<file path="config.mk">
export PLATFORM = sky130hd
export DESIGN_NAME = neopixel_strip_ctrl
export DESIGN_NICKNAME = d
export VERILOG_FILES = /design/src/rtl/neopixel_strip_ctrl.sv
export SDC_FILE = /design/constraint.sdc
export NUM_CORES = 2
export LEC_CHECK = 0
export BUFFER_PORTS_ARGS = -buffer_cell sky130_fd_sc_hd__buf_2
export CAP_MARGIN = 20
export CELL_PAD_IN_SITES_DETAIL_PLACEMENT = 0
export CELL_PAD_IN_SITES_GLOBAL_PLACEMENT = 2
export CORE_MARGIN = 1.5
export CORE_UTILIZATION = 40
export CTS_BUF_LIST = sky130_fd_sc_hd__clkbuf_4 sky130_fd_sc_hd__clkbuf_8
export DETAILED_ROUTE_END_ITERATION = 8
export PLACE_DENSITY_LB_ADDON = 0.12
export REMOVE_ABC_BUFFERS = 1
export SYNTH_ARGS = -nofsm -noshare
export SYNTH_HDL_FRONTEND = slang
export SYNTH_SLANG_ARGS = --single-unit
</file>
<file path="constraint.sdc">
create_clock -name CLOCK_50 -period 3.65 [get_ports CLOCK_50]
set_clock_uncertainty 0.15 [all_clocks]
set_input_delay 0.73 -clock CLOCK_50 [delete_from_list [all_inputs] [get_ports CLOCK_50]]
set_output_delay 0.73 -clock CLOCK_50 [all_outputs]
set_load 0.02 [all_outputs]
</file>
<file path="src/rtl/neopixel_strip_ctrl.sv">
// WS2812-class strip driver: per-pixel staging buffer, snapshot into a shadow
// shift register on go, and serialisation with parameterised bit/latch timing.
module neopixel_strip_ctrl #(
  parameter int NUM_PIXELS = 16,
  parameter int T0H        = 18,
  parameter int T0L        = 40,
  parameter int T1H        = 35,
  parameter int T1L        = 30,
  parameter int T_LATCH    = 2500,
  parameter int AW         = (NUM_PIXELS > 1) ? $clog2(NUM_PIXELS) : 1
) (
  input  logic          CLOCK_50,
  input  logic          reset_n,
  input  logic          wr_en,
  input  logic          wr_all,
  input  logic [AW-1:0] wr_addr,
  input  logic [23:0]   wr_data,
  input  logic          go,
  output logic          ready,
  output logic          done,
  output logic          neopixel_data
);

  // state   | meaning
  // BLANK   | clear both buffers, then send one all-zero frame
  // IDLE    | ready; go snapshots staging and starts a frame
  // HIGH    | line high for T1H/T0H of the current bit
  // LOW     | line low for T1L/T0L, then next bit or latch
  // LATCH   | line low for T_LATCH, done on the last cycle

  localparam int NBITS  = 24 * NUM_PIXELS;
  localparam int BW     = $clog2(NBITS);
  localparam int TMAX_H = (T0H > T1H) ? T0H : T1H;
  localparam int TMAX_L = (T0L > T1L) ? T0L : T1L;
  localparam int TMAX_B = (TMAX_H > TMAX_L) ? TMAX_H : TMAX_L;
  localparam int TMAX   = (TMAX_B > T_LATCH) ? TMAX_B : T_LATCH;
  localparam int TW     = $clog2(TMAX + 1);

  typedef enum logic [2:0] {
    S_BLANK = 3'd0,
    S_IDLE  = 3'd1,
    S_HIGH  = 3'd2,
    S_LOW   = 3'd3,
    S_LATCH = 3'd4
  } state_t;

  state_t            state, state_nxt;
  logic [TW-1:0]     timer, timer_nxt;
  logic [BW-1:0]     bit_cnt, bit_nxt;
  logic [NBITS-1:0]  shadow, snap;
  logic [23:0]       staging [NUM_PIXELS];
  logic [23:0]       staging_nxt [NUM_PIXELS];
  logic              load, shift, clear_buf, addr_ok, cur_bit;

  assign addr_ok = ({1'b0, wr_addr} < (AW+1)'(NUM_PIXELS));
  assign cur_bit = shadow[NBITS-1];

  // Staging update is computed combinationally so a same-edge write lands in the snapshot.
  always_comb begin
    snap = '0;
    for (int i = 0; i < NUM_PIXELS; i++) begin
      staging_nxt[i] = staging[i];
      if (clear_buf)
        staging_nxt[i] = '0;
      else if (wr_all)
        staging_nxt[i] = wr_data;
      else if (wr_en && addr_ok && (wr_addr == AW'(i)))
        staging_nxt[i] = wr_data;
      snap[NBITS-1-24*i -: 24] = staging_nxt[i];
    end
  end

  always_comb begin
    state_nxt = state;
    timer_nxt = timer;
    bit_nxt   = bit_cnt;
    load      = 1'b0;
    shift     = 1'b0;
    clear_buf = 1'b0;
    case (state)
      S_BLANK: begin
        clear_buf = 1'b1;
        load      = 1'b1;
        bit_nxt   = '0;
        timer_nxt = TW'(T0H - 1);
        state_nxt = S_HIGH;
      end
      S_IDLE: begin
        if (go) begin
          load      = 1'b1;
          bit_nxt   = '0;
          timer_nxt = snap[NBITS-1] ? TW'(T1H - 1) : TW'(T0H - 1);
          state_nxt = S_HIGH;
        end
      end
      S_HIGH: begin
        if (timer == '0) begin
          timer_nxt = cur_bit ? TW'(T1L - 1) : TW'(T0L - 1);
          state_nxt = S_LOW;
        end else begin
          timer_nxt = timer - 1'b1;
        end
      end
      S_LOW: begin
        if (timer != '0) begin
          timer_nxt = timer - 1'b1;
        end else if (bit_cnt == BW'(NBITS - 1)) begin
          timer_nxt = TW'(T_LATCH - 1);
          state_nxt = S_LATCH;
        end else begin
          shift     = 1'b1;
          bit_nxt   = bit_cnt + 1'b1;
          timer_nxt = shadow[NBITS-2] ? TW'(T1H - 1) : TW'(T0H - 1);
          state_nxt = S_HIGH;
        end
      end
      S_LATCH: begin
        if (timer == '0)
          state_nxt = S_IDLE;
        else
          timer_nxt = timer - 1'b1;
      end
      default: state_nxt = S_BLANK;
    endcase
  end

  always_ff @(posedge CLOCK_50 or negedge reset_n) begin
    if (!reset_n) begin
      state         <= S_BLANK;
      timer         <= '0;
      bit_cnt       <= '0;
      shadow        <= '0;
      neopixel_data <= 1'b0;
      for (int i = 0; i < NUM_PIXELS; i++)
        staging[i] <= '0;
    end else begin
      state         <= state_nxt;
      timer         <= timer_nxt;
      bit_cnt       <= bit_nxt;
      neopixel_data <= (state_nxt == S_HIGH);
      for (int i = 0; i < NUM_PIXELS; i++)
        staging[i] <= staging_nxt[i];
      if (load)
        shadow <= snap;
      else if (shift)
        shadow <= {shadow[NBITS-2:0], 1'b0};
    end
  end

  assign ready = (state == S_IDLE);
  assign done  = (state == S_LATCH) && (timer == '0);

endmodule

</file>
==> run metrics <==
area of the multi-input gates approximately 13000 um2; Post-synth top cells 793 x dfrtp_1, 491 x nand2_1, 383 x mux2i_1, 250 x a21oi_1, 235 x o2bb2ai_1; leading post-synthesis cells by cell area dfrtp_1 58%, mux2i_1 11%, o2bb2ai_1 6.0%; vias 24.7k; crit share post-route around nine tenths; mapped cell area 34500 um2; final global-route overflow total 0; Worst Path Max Fanout 6; DRC violations left 0; fin crit period ~3.3 ns; critical path class flop to output port; Total GRT Usage between 20% and 30%; Worst path slowest cell dfrtp_1; Slew Limit Fails 0; Placed Cells 4066; htree depth 4; flop2flop setup slack 0.73 ns; initial antenna violation count 8; Die Area approximately 88000 um2; most common cell in the netlist dfrtp_1; Fill cells around 8k; number of global-route vias before repair 25.7k; area post-placement 35800 um2; Clock Latency Late Sink 0.81 ns; antenna-violating nets left 0; register area about 20000 um2; yosys warns 0; most frequent CP cell inv_1; clk buf depth 3; hold path depth 3; reported max-cap violation count 0; Die Y a little under 300 um; flops & latches, synth between 700 and 800; WL/cell 24.0 um; P_leak between 15 and 20 nW; Setup TNS 0 ns; post-route design area ~39000 um2; detailed placement HPWL roughly 54000 um; Mean Syn Cell Area between 10 and 15 um2; Tightest Pin Transition approximately 0.97 ns; first-pass GRT wire length between 150000 and 200000 um; Yosys top cell by area dfrtp_1; Hold Crit Class input port to flop; share of cells above drive strength 1 12.8%; worst path required time approximately 2.8 ns; PD cells ~520 nW/um2; Initial Utilization a little over 40%; port buffer count 35; status finished, final reports clean; CP Cell Sequence inv_1 -> ha_1 -> nor3b_4 -> and4_1 -> nand2_1 -> inv_1 -> buf_2; Setup violations, final 0; Sink Count slightly below 800; post-synth top area share 57.5%; I/O pin count 36; top_reg_cell synth dfrtp_1; DRT Pass-1 Iters 5; largest net degree at the start of global routing between 100 and 150; Max-slew headroom between 30% and 40%; RSZ-0062 raised after global routing no; Synth-to-Final Area Change 12.4%; Worst EP arrival ~2.5 ns; Startpoint Class flop; worst reg2reg path depth 10; Clock Pin Slew Worst Setup and Hold Paths roughly 0.06 ns; fraction of registers with async set/reset between 90% and 100%; CP peak stage delay about 0.43 ns; Distinct cells, synth 64; Final Wtd Congestion 0.786; 1st-iter DRT viols about 1.7k; CTS tree yes; VDD IR max between 300 and 400 uV; buffers plus inverters on the worst setup path 3; NumNets Final approximately 3.1k; crit end category output port; CTS Root Cell clkbuf_8; routed vias/inst about 5.7; CTS buffer count approximately 150; Top delay family on crit path simple AND/OR/NAND/NOR gates; EDFF count, synth 0; final cell count without fillers approximately 4.3k; sequential-to-total area share from yosys stat roughly 58%; Critical Path Stages 7; Die Width just under 300 um; Hold Fails Final Rpt 0; Core ar. between 80000 and 90000 um2; Site Rows roughly 110; Post-Synthesis Cells between 3k and 4k; Routed WL between 100000 and 150000 um; FMAX approximately 0.30 GHz; post_cts resized 0
## placed cells by master, fill, tap and decap left out, types with 17 or more instances in the layout
master / Yosys / final
a21o_1: 17 / 17
a21oi_1: 250 / 249
a221o_1: 124 / 124
a221oi_1: 26 / 26
buf_12: 0 / 34
buf_2: 48 / 34
buf_4: 39 / 57
clkbuf_4: 0 / 57
clkbuf_8: 0 / 170
dfrtp_1: 793 / 793
mux2i_1: 383 / 383
nand2_1: 491 / 490
nor2_1: 195 / 193
nor3_1: 131 / 130
o21a_1: 24 / 24
o2bb2ai_1: 235 / 235
## where the power goes
part	total [mW]	internal, mW	switching (mW)
Clock	8.61	4.81	3.80
Combinational	1.98	0.642	1.34
Sequential	9.56	9.32	0.234
## cells by family after synthesis
family	after synthesis	synth area share, %
mux	383	11.1
buf+inv	295	4.29
simple gates	862	10.4
flops	793	57.5
xor+xnor	6	0.152
compound gates	742	16.4
fa+ha+maj	2	0.0725
## sequential cells by signal, indices dropped and copies added (netlist names)
signal and count:
bit_cnt 9, staging 384, neopixel_data 1, state 3
timer 12, shadow 384
## worst register-to-register path, delay by kind of cell, from the launching register on
kind | cells | cell delay, ns
muxes | 1 | 0.37
and+or+nand+nor | 3 | 0.66
buffers and inverters | 4 | 0.89
adders and majority gates | 1 | 0.19
DFF | 1 | 0.43
AOI/OAI and AO/OA | 1 | 0.08
## area by class of cell
class	count	area share [%]
diodes	1	0.00645
clock inverters	16	0.400
flip-flops and latches	793	51.2
multi-input cells	1995	34.2
inverters	9	0.0871
repair buffers	127	3.36
well taps	1144	3.69
clock buffers	227	7.14
## metrics by stage
step | setup slack [ns] | hold slack, ns | total power [mW] | utilization, %
6_report | 0.320 | 0.111 | 20.1 | 45.5
5_1_grt | 0.160 | 0.107 | 21.1 | 45.5
4_1_cts | 0.222 | 0.0438 | 20.4 | 45.5
3_5_place_dp | 0.643 | 0.330 | 11.7 | 42.0
3_3_place_gp | 0.690 | 0.325 | 11.6 | 42.0
2_1_floorplan | -26.79 | 0.284 | 11.0 | -
## what timing repair did
item / 4_1_cts / 5_1_grt
hold buffers: 1 / 0
endpoints found under the setup margin: 1 / 0
buffers inserted: 1 / 0
hold endpoints to repair: 39 / 0
## path summary, 6_finish.rpt
path,startpoint,endpoint
worst max-delay path,timer[0]$_DFFE_PN0P_,done
worst max register to register,timer[0]$_DFFE_PN0P_,shadow[6]$_DFFE_PN0P_
min in group asynchronous,reset_n,shadow[262]$_DFFE_PN0P_
worst min-delay path,go,neopixel_data$_DFF_PN0_
max in group asynchronous,reset_n,shadow[38]$_DFFE_PN0P_
worst min register to register,shadow[371]$_DFFE_PN0P_,shadow[371]$_DFFE_PN0P_
## routing by layer
metal	part of all wire (%)	up-vias	GRT usage [%]
li1	-	11000	-
met5	0.066	-	0
met1	46	12900	32.1
met4	2.6	10	8.06
met2	46	614	37.3
met3	5.2	168	4.67
No activity file was read; power rests on OpenSTA's default activity.
